[config.mk]
export PLATFORM = sky130hd
export DESIGN_NAME = spi_slave_responder
export DESIGN_NICKNAME = d
export VERILOG_FILES = /design/src/rtl/spi_slave_responder.sv
export SDC_FILE = /design/constraint.sdc
export NUM_CORES = 1
export LEC_CHECK = 0
export CAP_MARGIN = 15
export CORE_MARGIN = 2
export CORE_UTILIZATION = 55
export CTS_CLUSTER_DIAMETER = 60
export DETAILED_ROUTE_END_ITERATION = 12
export PLACE_DENSITY = 0.8
export SETUP_SLACK_MARGIN = 0.2
export SLEW_MARGIN = 20
export SYNTH_ARGS = -nofsm -noshare
export SYNTH_HDL_FRONTEND = slang
export SYNTH_SLANG_ARGS = --single-unit
[constraint.sdc]
create_clock -name system_clock -period 3.5 [get_ports system_clock]
set_input_delay 1.05 -clock system_clock [delete_from_list [all_inputs] [get_ports system_clock]]
set_output_delay 1.05 -clock system_clock [all_outputs]
set_load 0.02 [all_outputs]
[src/rtl/spi_slave_responder.sv]
// spi_slave_responder: oversampled CPOL=0/CPHA=1 SPI target that shifts out handshaked tx words and deserialises MOSI.
// Optional SPI_SLAVE_ECHO_EN: an empty holding register at word start echoes the last rx_data instead of zeros.
module spi_slave_responder #(
  parameter int WORD_BITS       = 24,
  parameter int WORDS_PER_FRAME = 5
) (
  input  logic                 system_clock,
  input  logic                 reset,
  input  logic                 SPI_CS,
  input  logic                 SPI_SCLK,
  input  logic                 SPI_MOSI,
  output logic                 SPI_MISO,
  input  logic [WORD_BITS-1:0] tx_data,
  input  logic                 tx_valid,
  output logic                 tx_ready,
  output logic [WORD_BITS-1:0] rx_data,
  output logic                 rx_valid,
  output logic                 frame_done,
  output logic                 frame_err,
  output logic                 tx_underrun,
  output logic [7:0]           word_count
);
  localparam int CW = $clog2(WORD_BITS + 1);
  typedef enum logic [1:0] {WAIT_IDLE, IDLE, ACTIVE} state_t;
  state_t               state;
  logic [2:0]           cs_s, sclk_s;
  logic [1:0]           mosi_s;
  logic [CW-1:0]        bit_cnt;
  logic [WORD_BITS-1:0] hold, tx_shift, rx_shift, rx_next, fill, word;
  logic                 hold_full, rx_pend;
  logic                 cs_rise, cs_fall, sclk_rise, sclk_fall;
  assign tx_ready = ~hold_full;
  always_comb begin
    cs_rise   = cs_s[1] & ~cs_s[2];
    cs_fall   = ~cs_s[1] & cs_s[2];
    sclk_rise = sclk_s[1] & ~sclk_s[2];
    sclk_fall = ~sclk_s[1] & sclk_s[2];
    rx_next   = {rx_shift[WORD_BITS-2:0], mosi_s[1]};
`ifdef SPI_SLAVE_ECHO_EN
    fill      = rx_data;
`else
    fill      = '0;
`endif
    word      = hold_full ? hold : fill;
  end
  // Synchronisers reset low so WAIT_IDLE only leaves once CS is genuinely seen high.
  always_ff @(posedge system_clock) begin
    if (reset) begin
      cs_s        <= '0;
      sclk_s      <= '0;
      mosi_s      <= '0;
      state       <= WAIT_IDLE;
      bit_cnt     <= '0;
      hold        <= '0;
      hold_full   <= 1'b0;
      tx_shift    <= '0;
      rx_shift    <= '0;
      rx_pend     <= 1'b0;
      SPI_MISO    <= 1'b0;
      rx_data     <= '0;
      rx_valid    <= 1'b0;
      frame_done  <= 1'b0;
      frame_err   <= 1'b0;
      tx_underrun <= 1'b0;
      word_count  <= '0;
    end else begin
      cs_s       <= {cs_s[1:0], SPI_CS};
      sclk_s     <= {sclk_s[1:0], SPI_SCLK};
      mosi_s     <= {mosi_s[0], SPI_MOSI};
      rx_valid   <= rx_pend;
      rx_pend    <= 1'b0;
      frame_done <= 1'b0;
      if (tx_valid && !hold_full) begin
        hold      <= tx_data;
        hold_full <= 1'b1;
      end
      case (state)
        WAIT_IDLE: if (cs_s[1]) state <= IDLE;
        IDLE: begin
          SPI_MISO <= 1'b0;
          if (cs_fall) begin
            bit_cnt    <= '0;
            word_count <= '0;
            state      <= ACTIVE;
          end
        end
        ACTIVE: begin
          if (cs_rise) begin
            frame_done <= 1'b1;
            frame_err  <= (bit_cnt != '0) || (word_count != 8'(WORDS_PER_FRAME));
            SPI_MISO   <= 1'b0;
            state      <= IDLE;
          end else if (sclk_rise) begin
            if (bit_cnt == '0) begin
              SPI_MISO <= word[WORD_BITS-1];
              tx_shift <= word << 1;
              if (hold_full) hold_full <= 1'b0;
`ifndef SPI_SLAVE_ECHO_EN
              if (!hold_full) tx_underrun <= 1'b1;
`endif
            end else begin
              SPI_MISO <= tx_shift[WORD_BITS-1];
              tx_shift <= tx_shift << 1;
            end
          end else if (sclk_fall) begin
            rx_shift <= rx_next;
            if (bit_cnt == CW'(WORD_BITS - 1)) begin
              rx_data    <= rx_next;
              rx_pend    <= 1'b1;
              bit_cnt    <= '0;
              word_count <= (word_count == 8'hFF) ? word_count : word_count + 8'd1;
            end else begin
              bit_cnt <= bit_cnt + 1'b1;
            end
          end
        end
        default: state <= WAIT_IDLE;
      endcase
    end
  end
endmodule

==> results of run 1 <==
metrics by stage:
step	std cells	setup slack, ps	instance area (um^2)
5_1_grt	778	638.8	6226
4_1_cts	778	845.1	6226
2_1_floorplan	605	1611	4920
3_3_place_gp	747	1037	5608
3_5_place_dp	747	919.1	5608
6_report	778	868.2	6226
synthesized netlist by cell type, types with 2 or more instances:
cell type and number:
mux2i_1 2, a21oi_1 83, nor2b_1 12, buf_1 2, nor3_2 2, nand3_1 31, and3_1 4, or4b_1 2
buf_2 10, buf_6 2, nor2_1 33, nand2b_1 7, dfxtp_1 124, a311oi_1 22, clkbuf_1 27, o31ai_1 3
inv_1 8, a211oi_1 3, nor3_1 5, nand4_1 4, nand2_1 175, o21ai_0 7, ha_1 7, or3_1 4
a31oi_1 3, or4_1 2
registers in the layout, indices dropped and copies added (netlist names):
name / flops
state: 2
frame_done: 1
hold: 24
word_count: 8
tx_shift: 23
rx_pend: 1
hold_full: 1
frame_err: 1
mosi_s: 2
sclk_s: 3
SPI_MISO: 1
rx_data: 24
cs_s: 3
rx_valid: 1
rx_shift: 23
bit_cnt: 5
tx_underrun: 1
per-layer routing:
| layer | track usage [%] | vias to the layer above | routed length (um) | share of wire (%) |
|---|---|---|---|---|
| met5 | 0 | - | 0 | 0 |
| met4 | 7.165 | 0 | 87 | 0.80 |
| met3 | 5.532 | 13 | 511 | 4.7 |
| met2 | 40.29 | 155 | 5473 | 50 |
| met1 | 30.11 | 2079 | 4813 | 44 |
| li1 | - | 2169 | - | - |
kinds of logic (layout without fill, tap and decap cells):
logic type      after synthesis  after routing
flops                       124            124
xor+xnor                      2              2
simple gates                291            291
buf+inv                      50            115
compound gates              129            129
fa+ha+maj                     7              7
mux                           2              2
power breakdown:
part / total (mW) / internal [mW] / switching [mW] / leakage, nW
clock network: 1.80 / 1.17 / 0.625 / 0.290
logic: 0.459 / 0.153 / 0.306 / 0.790
registers: 1.48 / 1.45 / 0.0237 / 1.00
total: 3.74 / 2.78 / 0.955 / 2.08
cell type report:
cell class | instances | area (um^2)
Tap cell | 108 | 135.1
Sequential cell | 124 | 2482
Clock inverter | 13 | 190.2
Multi-Input combinational cell | 431 | 2228
Clock buffer | 18 | 427.9
Fill cell | 689 | 2452
Inverter | 9 | 33.78
Timing Repair Buffer | 75 | 728.2
final timing paths:
kind / startpoint / endpoint / slack (ps) / depth (start not counted)
max: word_count[5] / word_count[5] / 870 / 1
min reg2reg: sclk_s[0] / sclk_s[1] / 440 / 1
min: sclk_s[0] / sclk_s[1] / 440 / 1
max reg2reg: state[0] / rx_data[8] / 890 / 8
==> impl_metrics.ini, run 1 <==
[status]
status = completed

[power_and_ir_drop]
peakVddDrop_mv = 0.4068
finalPower_mw = 3.737
power_density_mw_per_mm2 = 600.2
p_leak_nw = 2.084

[cts]
cts_max_path_buffers = 2
clk_pin_slew_ps = 60
insertion_delay_ps = 510
h-tree-depth = 4
tritoncts = yes
postCtsSetupBuffers = 0
cts-resized-gates = 0
cts_buffers = 17
cts_hold_buf = 0
clock-sinks = 124
cts_root_buf = clkbuf_8

[synthesis]
synthTopCellsByArea = dfxtp_1 (50%), nand2_1 (13%), a21oi_1 (8.4%)
synth_top_area_share_pct = 50.46
yosysUniqueCellTypes = 47
avgSynthCellArea_um2 = 8.132
synth_top_area_cell = dfxtp_1
yosysWarnings = 0
synth_ff_type = dfxtp_1
synthCells = 605
ys_seq_area_share_pct = 50.46
synth-adder-area-share_pct = 1.780
syn_nets = 642
ys_ff_latch = 124
synth_edf_count = 0
synthMuxAreaShare_pct = 0.4069
synth-async-reset-ratio_pct = 0
synth_top_family_by_area = simple AND/OR/NAND/NOR gates
synth_xor_area_share_pct = 0.3561
synth_compound_area_share_pct = 16.02
synth_area_mm2 = 0.004920
yosys.area_share.simple_pct = 26.60

[sta]
min_period_ps = 2632
worst_slew_pin_slew_ps = 820.5
slew_viol_final = 0
grt_setup_unrepaired = no
setup_tns_ps = 0
fin_hold_ws_ps = 436.4
finalClockSkew_ps = 6.628
setup-violations-final = 0
finalHoldViolCount = 0
finalCritPeriodShare_pct = 75.19
maxClockFrequency_mhz = 380.0
relSlewSlack_pct = 45.30

[route]
wire_per_inst_um = 13.99
drc_errors = 0
via_count = 4416
totalWireLength_mm = 10.89
antenna_left = 0
viasPerCell = 5.676
dr.pass1.iters = 5
drt_iter0_drc = 301

[setup_path]
worstSetupPathType = flip-flop to output pin
cp_max_fo = 7
slowest_stage = clkdlybuf4s50_1
critical-path-max-stage-delay_ps = 650
worstPathCellList = clkdlybuf4s50_1
start_kind = flip-flop
cp_top_family = buffers and inverters
crit_buf_inv = 1
cp.required_ps = 2450
crit_path_end_kind = output pin
arrival_ps = 1580

[placed_design]
routabilityCongestion = 0.8637
dp_hpwl_mm = 6.698
port_buffers = 67

[min_path]
hold_class = flip-flop to flip-flop

[layout]
layout_commonest_cell = nand2_1
layout_common_cells = nand2_1 (175), dfxtp_1 (124), a21oi_1 (83), clkdlybuf4s50_1 (66), nor2_1 (33)
postLayoutCoreUtil_pct = 71.74
num_antenna_cells = 0
drive_gt1_share_pct = 7.612
syn2layout_area_growth_pct = 26.55
nNetsFinal = 695

[die]
start_util_pct = 56.69
row_count = 34
die_h_um = 98.58
die-area_mm2 = 0.009717
ios = 68
core_mm2 = 0.008678
die_x_um = 98.58

[job]
drv_cap = 0

[global_routing]
grt_usage_pct = 23.69
gr-total-overflow = 0
first_global_vias = 4156
grt_antenna_before_repair = 0
grt_max_degree = 77
grt_pass1_wl_mm = 19.10
Power figures use the tool's default switching activity.
==> run 2: changes to the inputs <==
--- a/config.mk
+++ b/config.mk
@@ -7,10 +7,10 @@
 export LEC_CHECK = 0
 export CAP_MARGIN = 15
 export CORE_MARGIN = 2
-export CORE_UTILIZATION = 55
+export CORE_UTILIZATION = 49
 export CTS_CLUSTER_DIAMETER = 60
 export DETAILED_ROUTE_END_ITERATION = 12
-export PLACE_DENSITY = 0.8
+export PLACE_DENSITY = 0.75
 export SETUP_SLACK_MARGIN = 0.2
 export SLEW_MARGIN = 20
 export SYNTH_ARGS = -nofsm -noshare
==> constraint.sdc (replaced) <==
create_clock -name system_clock -period 2.21 [get_ports system_clock]
set_input_delay 0.663 -clock system_clock [delete_from_list [all_inputs] [get_ports system_clock]]
set_output_delay 0.663 -clock system_clock [all_outputs]
set_load 0.02 [all_outputs]
==> run 2 against run 1 <==
- flip-flop and latch count is the same
- wire length shrank 6.9%
- non-clock buffer count grew 6
- via count shrank 3.5%
- power grew 51%
- design area shrank 0.32%
- count of clock-buffer cells in the layout is the same
- clock power grew 41%
- first-iteration DRC count shrank 36%
- register-to-register slack lost 600 ps
- critical path depth is the same
- critical path type unchanged
- largest cell class unchanged
==> impl_metrics.ini, run 2 (same netlist as run 1, synthesis figures left out) <==
[status]
status = completed

[layout]
layout_common_cells = nand2_1 (175), dfxtp_1 (124), a21oi_1 (83), dlygate4sd2_1 (36), nor2_1 (33)
drive_gt1_share_pct = 8.715
final_area_mm2 = 0.006206
nNetsFinal = 701
syn2layout_area_growth_pct = 26.14
biggestRegsByFlops = hold (24), rx_data (24)
layout_commonest_cell = nand2_1
postLayoutCoreUtil_pct = 63.49
num_antenna_cells = 0

[power_and_ir_drop]
peakVddDrop_mv = 0.7138
p_leak_nw = 2.262
power_density_mw_per_mm2 = 907.9

[sta]
relSlewSlack_pct = 66.34
finalClockSkew_ps = 8.900
maxClockFrequency_mhz = 510.6
setup-violations-final = 0
finalHoldViolCount = 0
setup_tns_ps = 0
finalCritPeriodShare_pct = 88.61
slew_viol_final = 0
fin_ws_ps = 251.7
grt_setup_unrepaired = no
min_period_ps = 1958
worst_slew_pin_slew_ps = 504.9

[cts]
cts_buffers = 17
clock-sinks = 124
cts_root_buf = clkbuf_8
tritoncts = yes
clk_pin_slew_ps = 60
postCtsSetupBuffers = 0
insertion_delay_ps = 500
h-tree-depth = 4
cts_max_path_buffers = 2

[die]
die-area_mm2 = 0.01086
ios = 68
row_count = 36
die_h_um = 104.2
die_x_um = 104.2
core_mm2 = 0.009774
start_util_pct = 50.33

[setup_path]
crit_path_end_kind = output pin
critical-path-max-stage-delay_ps = 420
worstSetupPathType = flip-flop to output pin
arrival_ps = 1300
cp_top_family = flip-flops
start_kind = flip-flop
worstPathCellList = dlygate4sd2_1
cp_max_fo = 7
cp.required_ps = 1550
crit_buf_inv = 1
slowest_stage = dfxtp_1

[min_path]
hold_class = flip-flop to flip-flop

[route]
via_count = 4260
wire_per_inst_um = 12.52
viasPerCell = 5.259
drt_iter0_drc = 193
drc_errors = 0
antenna_left = 0
totalWireLength_mm = 10.14
dr.pass1.iters = 5

[job]
drv_cap = 0

[placed_design]
port_buffers = 67
dpl_cell_area_mm2 = 0.005697
dp_hpwl_mm = 6.562
routabilityCongestion = 0.7854
preCtsSetupSlack_ps = 333.4

[global_routing]
first_global_vias = 4119
gr-total-overflow = 0
grt_pass1_wl_mm = 17.66
grt_antenna_before_repair = 0
grt_max_degree = 51
grt_usage_pct = 19.30
-- run 2: cell types whose count changed in the layout (fill, tap and decap cells not counted), moves of 3 or more --
cell and delta:
buf_4 +5, bufinv_16 -3, clkdlybuf4s50_1 -38, clkinv_4 +3, dlygate4sd2_1 +36
-- run 2: per-stage QoR --
stage                     power, mW  std cells  hold slack (ps)
after floorplan               2.935        605            413.8
after global placement        3.114        778            421.5
after detailed placement      3.131        778            432.8
after CTS                     5.676        810            446.3
after global routing          5.889        810            465.0
final                         5.634        810            441.5
-- run 2: final timing paths --
check / slack, ps / to / depth (start not counted) / startpoint
worst min register to register: 440 / rx_valid / 1 / rx_pend
worst min-delay path: 440 / rx_valid / 1 / rx_pend
worst max register to register: 290 / word_count[6] / 6 / bit_cnt[1]
worst max-delay path: 250 / word_count[3] / 1 / word_count[3]
-- run 2: final cells by class --
| type | instances | area (um^2) |
|---|---|---|
| multi-input cells | 431 | 2231 |
| inverters | 9 | 33.78 |
| fillers | 889 | 3568 |
| clock inverters | 14 | 138.9 |
| flip-flops and latches | 124 | 2482 |
| well taps | 133 | 166.4 |
| clock buffers | 18 | 417.9 |
| repair buffers | 81 | 735.7 |
-- run 2: power breakdown --
group	total [mW]	internal [mW]	switching [mW]
clock network	2.54	1.51	1.03
logic	0.752	0.272	0.480
registers	2.34	2.30	0.0353
-- run 2: repair_timing --
item | 4_1_cts | 5_1_grt
endpoints found under the setup margin | 38 | 11
hold buffers | 0 | 0
gates resized for setup | 38 | 4
-- run 2: per-layer routing --
metal | wire length [um] | GRT usage, % | up-vias
met3 | 479 | 4.073 | 19
met5 | 0 | 0 | -
li1 | - | - | 2180
met2 | 4876 | 33.32 | 120
met1 | 4621 | 23.32 | 1941
met4 | 161 | 8.108 | 0
==> run 3: changes to the inputs <==
--- a/config.mk
+++ b/config.mk
@@ -10,6 +10,7 @@
 export CORE_UTILIZATION = 49
 export CTS_CLUSTER_DIAMETER = 60
 export DETAILED_ROUTE_END_ITERATION = 12
+export GPL_TIMING_DRIVEN = 0
 export PLACE_DENSITY = 0.75
 export SETUP_SLACK_MARGIN = 0.2
 export SLEW_MARGIN = 20
==> run 3 against run 2 <==
- sequential share of layout area shrank 0.91 points
- critical path depth is the same
- flip-flop and latch count is the same
- worst setup slack lost 8.6 ps
- wire length grew 17%
- combinational power grew 8.0%
- die area is the same
- count of clock-buffer cells in the layout grew 1
- final cell count grew 3.5%
- power grew 3.8%
- design area grew 2.3%
- largest power group unchanged
==> impl_metrics.ini, run 3 (same netlist as run 1, synthesis figures left out) <==
[route]
drc_errors = 0
totalWireLength_mm = 11.83
drt_iter0_drc = 229
antenna_left = 0
dr.pass1.iters = 6
via_count = 4474
viasPerCell = 5.339
wire_per_inst_um = 14.12

[layout]
biggestRegsByFlops = hold (24), rx_data (24)
final_area_mm2 = 0.006350
layout_common_cells = nand2_1 (174), dfxtp_1 (124), a21oi_1 (83), nor2_1 (32), dlygate4sd2_1 (32)
num_antenna_cells = 0
nNetsFinal = 729
syn2layout_area_growth_pct = 29.07
fillers = 853
drive_gt1_share_pct = 9.645
layout_commonest_cell = nand2_1
postLayoutCoreUtil_pct = 64.96

[cts]
cts_root_buf = clkbuf_8
tritoncts = yes
clk_pin_slew_ps = 60
h-tree-depth = 4
clock-sinks = 124
cts_max_path_buffers = 2
insertion_delay_ps = 520
cts_buffers = 17
cts_hold_buf = 0

[die]
die_h_um = 104.2
ios = 68
core_mm2 = 0.009774
start_util_pct = 50.33
die_x_um = 104.2
die-area_mm2 = 0.01086
row_count = 36

[power_and_ir_drop]
power_frac_clock_pct = 46.1
power.switching_mw = 1.587
sw_frac_of_total_pct = 27.14
power_density_mw_per_mm2 = 921.1
p_int_mw = 4.262
finalPower_mw = 5.849
power_frac_comb_pct = 13.9
seqPwrFrac_pct = 40.0
peakVddDrop_mv = 0.5058
p_leak_nw = 2.316

[sta]
grt_setup_unrepaired = yes
min_period_ps = 1967
relSlewSlack_pct = 59.84
finalClockSkew_ps = 9.621
fin_ws_ps = 243.1
slew_viol_final = 0
setup-violations-final = 0
maxClockFrequency_mhz = 508.4
worst_slew_pin_slew_ps = 599.8
setup_tns_ps = 0
finalHoldViolCount = 0
finalCritPeriodShare_pct = 89.00

[placed_design]
routabilityCongestion = 0.8361
dp_hpwl_mm = 8.037
preCtsSetupSlack_ps = -227.0
port_buffers = 67
dpl_cell_area_mm2 = 0.005757

[setup_path]
critical-path-max-stage-delay_ps = 450
slowest_stage = dfxtp_1
crit_buf_inv = 1
cp_max_fo = 7
start_kind = flip-flop
arrival_ps = 1300
reg2reg_slack_ps = 330
cp.required_ps = 1550
cp_top_family = flip-flops
worstSetupPathType = flip-flop to output pin
worstPathCellList = clkdlybuf4s15_1
crit_path_end_kind = output pin

[global_routing]
grt_usage_pct = 22.48
grt_pass1_wl_mm = 19.95
first_global_vias = 4374
gr-total-overflow = 0
grt_antenna_before_repair = 0
grt_max_degree = 17

[status]
status = completed

[min_path]
hold_class = flip-flop to flip-flop

[job]
drv_cap = 0
## run 3: layout make-up
cell class / instances / area [um^2] / area share [%]
Clock buffer: 19 / 441.7 / 6.956
Clock inverter: 13 / 138.9 / 2.187
Buffer: 41 / 197.7 / 3.113
Multi-Input combinational cell: 431 / 2256 / 35.53
Sequential cell: 124 / 2482 / 39.09
Timing Repair Buffer: 68 / 633.1 / 9.970
Tap cell: 133 / 166.4 / 2.621
Inverter: 9 / 33.78 / 0.5320
## run 3: routing by layer
layer  wire, um  up-vias  global-route usage, %  part of all wire (%)
met5          0        -                      0                     0
met4        218        0                  9.073                   1.8
met3        639       23                  5.764                   5.4
met2       5808      145                  38.86                    49
met1       5167     2066                  26.61                    44
li1           -     2240                      -                     -
## run 3: stage by stage
stage,hold slack [ps],cells
after floorplan,413.8,605
after global placement,420.8,805
after detailed placement,429.7,805
after CTS,443.3,837
after global routing,457.4,838
final,442.1,838
## run 3: what timing repair did
action	in CTS	in global routing
endpoints found under the setup margin	79	62
pin swaps	0	1
endpoints found under the hold margin	0	0
setup buffers	0	1
gates resized for setup	43	24
## run 3: power by group through the flow
stage	Sequential, mW	Combinational [mW]	Clock (mW)
floorplan	2.38	0.558	0
global placement	2.38	0.750	0
detailed placement	2.39	0.776	0
CTS	2.34	0.789	2.71
global route	2.35	0.889	2.83
finish	2.34	0.812	2.70
## run 3: path summary, 6_finish.rpt
path | from | end | cells past startpoint
max | word_count[4] | word_count[4] | 1
min | cs_s[0] | cs_s[1] | 1
max reg2reg | state[0] | tx_shift[14] | 7
min reg2reg | cs_s[0] | cs_s[1] | 1
==> RTL change, RTL diff (flow settings as in run 2) <==
The option `SPI_SLAVE_ECHO_EN` is turned on by a define.
--- a/src/rtl/spi_slave_responder.sv
+++ b/src/rtl/spi_slave_responder.sv
@@ -1,5 +1,7 @@
 // spi_slave_responder: oversampled CPOL=0/CPHA=1 SPI target that shifts out handshaked tx words and deserialises MOSI.
 // Optional SPI_SLAVE_ECHO_EN: an empty holding register at word start echoes the last rx_data instead of zeros.
+`define SPI_SLAVE_ECHO_EN
+
 module spi_slave_responder #(
   parameter int WORD_BITS       = 24,
   parameter int WORDS_PER_FRAME = 5
Formal check against the unedited RTL: not equivalent (a bounded check fails within 10 cycles, from zero or initial values and one cycle with reset high).
==> RTL change against run 2 <==
Routed wire length increased by 25%; synthesized area up 2.7%; power is 0.34% higher; sequential cell count fell by 1; setup slack lost 14 ps; clock skew grew 1.0 ps; design area grew 4.3%; worst hold slack about the same.
==> RTL change: results (changes against run 2) <==
<table>
<tr><th>Metric</th><th>Value</th></tr>
<tr><th colspan="2">Status</th></tr>
<tr><td>Status</td><td>finished, final reports clean</td></tr>
<tr><th colspan="2">Critical path</th></tr>
<tr><td>Top fanout value on the critical path</td><td>3 (-4)</td></tr>
<tr><td>End point of the critical path</td><td>rx_data[19]</td></tr>
<tr><td>Flop-to-flop setup slack</td><td>330 ps (+40 ps)</td></tr>
<tr><td>Crit path launch</td><td>rx_data[19]$_SDFFE_PP0P_</td></tr>
<tr><td>Length in cells of the worst reg-to-reg path</td><td>8 (+2)</td></tr>
<tr><th colspan="2">Logic synthesis</th></tr>
<tr><td>Mapped Cells</td><td>622 (+2.8%)</td></tr>
<tr><td>Most instantiated cells after synthesis</td><td>152 x nand2_1, 123 x dfxtp_1, 107 x a21oi_1, 58 x nor2_1, 31 x clkbuf_1</td></tr>
<tr><td>Top cells by area in the synthesized netlist</td><td>dfxtp_1 49%, nand2_1 11%, a21oi_1 11%, mux2i_1 5.0%, nor2_1 4.3%</td></tr>
<tr><td>Net Count, Synth</td><td>659 (+2.6%)</td></tr>
<tr><th colspan="2">Placed design</th></tr>
<tr><td>Count of port buffers added during placement</td><td>66 (-1.5%)</td></tr>
<tr><td>Instance count after placement with tap cells included</td><td>790 (+1.5%)</td></tr>
<tr><td>Routability-driven placement congestion ratio</td><td>0.8230 (+4.8%)</td></tr>
<tr><td>Dpl hpwl</td><td>7883 um (+20%)</td></tr>
<tr><th colspan="2">GRT</th></tr>
<tr><td>Largest net degree at the start of global routing</td><td>52 (+2.0%)</td></tr>
<tr><td>Aggregate global-route resource usage</td><td>0.2281 (+0.03506)</td></tr>
<tr><td>Vias in the first global route</td><td>4298 (+4.3%)</td></tr>
<tr><th colspan="2">Route</th></tr>
<tr><td>Wirelength, routed</td><td>12650 um (+25%)</td></tr>
<tr><td>Met2 Routed Length</td><td>6349 um (+30%)</td></tr>
<tr><td>Drt via density</td><td>5.493 (+4.4%)</td></tr>
<tr><td>Met3 wire length</td><td>659 um (+38%)</td></tr>
<tr><td>Number of violations reported at the end of detailed-routing iteration 0</td><td>334 (+73%)</td></tr>
<tr><td>WL met1</td><td>5445 um (+18%)</td></tr>
<tr><td>Per-cell routed wire length</td><td>15.27 um (+22%)</td></tr>
<tr><th colspan="2">Pwr</th></tr>
<tr><td>Switching share of power</td><td>0.2398 (-0.03503)</td></tr>
<tr><td>VDD IR max</td><td>0.0006273 V (-12%)</td></tr>
<tr><th colspan="2">Layout</th></tr>
<tr><td>Nets@finish</td><td>716 (+2.1%)</td></tr>
<tr><th colspan="2">STA</th></tr>
<tr><td>Max Clock Skew</td><td>9.910 ps (+1.010 ps)</td></tr>
</table>
[RTL change: cells by family (layout without fill, tap and decap cells)]
family,Yosys count,count (layout),share of synthesized area
compound gates,154,154,0.1750
xor+xnor,1,1,0.001733
fa+ha+maj,7,7,0.01733
buf+inv,54,123,0.04752
flops,123,123,0.4871
mux,26,26,0.05173
other cells,1,1,0.0007419
simple gates,256,257,0.2188
[RTL change: power groups by stage]
stage / registers [uW] / clock network (uW) / logic [uW]
4_1_cts: 2310 / 2790 / 561
2_1_floorplan: 2350 / 0 / 377
5_1_grt: 2310 / 2920 / 631
3_3_place_gp: 2350 / 0 / 533
3_5_place_dp: 2350 / 0 / 555
6_report: 2310 / 2770 / 573
[RTL change: how the worst min path moves through the flow]
stage | startpoint | endpoint | depth (start not counted)
after floorplan | cs_s[0]$_SDFF_PP0_ | cs_s[1]$_SDFF_PP0_ | 1
after global placement | sclk_s[0]$_SDFF_PP0_ | sclk_s[1]$_SDFF_PP0_ | 1
after detailed placement | sclk_s[0]$_SDFF_PP0_ | sclk_s[1]$_SDFF_PP0_ | 1
after CTS | sclk_s[0]$_SDFF_PP0_ | sclk_s[1]$_SDFF_PP0_ | 1
after global routing | sclk_s[0]$_SDFF_PP0_ | sclk_s[1]$_SDFF_PP0_ | 1
final | sclk_s[0]$_SDFF_PP0_ | sclk_s[1]$_SDFF_PP0_ | 1
[RTL change: stage by stage]
stage / setup slack, ps / hold WS, ps / instance area [sq um] / utilization / power [uW]
after floorplan: 455.6 / 413.8 / 5055 / - / 2731
after global placement: 345.2 / 426.2 / 5822 / 0.5716 / 2885
after detailed placement: 219.1 / 429.0 / 5822 / 0.5716 / 2910
after CTS: 181.0 / 442.1 / 6382 / 0.6267 / 5663
after global routing: 158.5 / 461.4 / 6472 / 0.6355 / 5861
final: 238.0 / 441.1 / 6472 / 0.6355 / 5653
[RTL change: layout make-up]
cell class,instances,area (sq um)
fillers,848,3712
flip-flops and latches,123,2462
multi-input cells,446,2394
repair buffers,83,815.8
clock buffers,20,455.4
well taps,136,170.2
clock inverters,12,145.1
inverters,8,30.03
[RTL change: repair_timing]
action | 4_1_cts | 5_1_grt
setup endpoints to repair | 44 | 37
hold buffers | 0 | 0
gates resized for setup | 37 | 16
pin swaps | 1 | 3
cloned | 1 | 0
setup buffers | 0 | 5
[RTL change: layer usage]
metal,GRT usage,up-vias
met5,0,-
met3,0.05690,19
met2,0.3742,112
li1,-,2234
met4,0.07801,0
met1,0.2934,2183
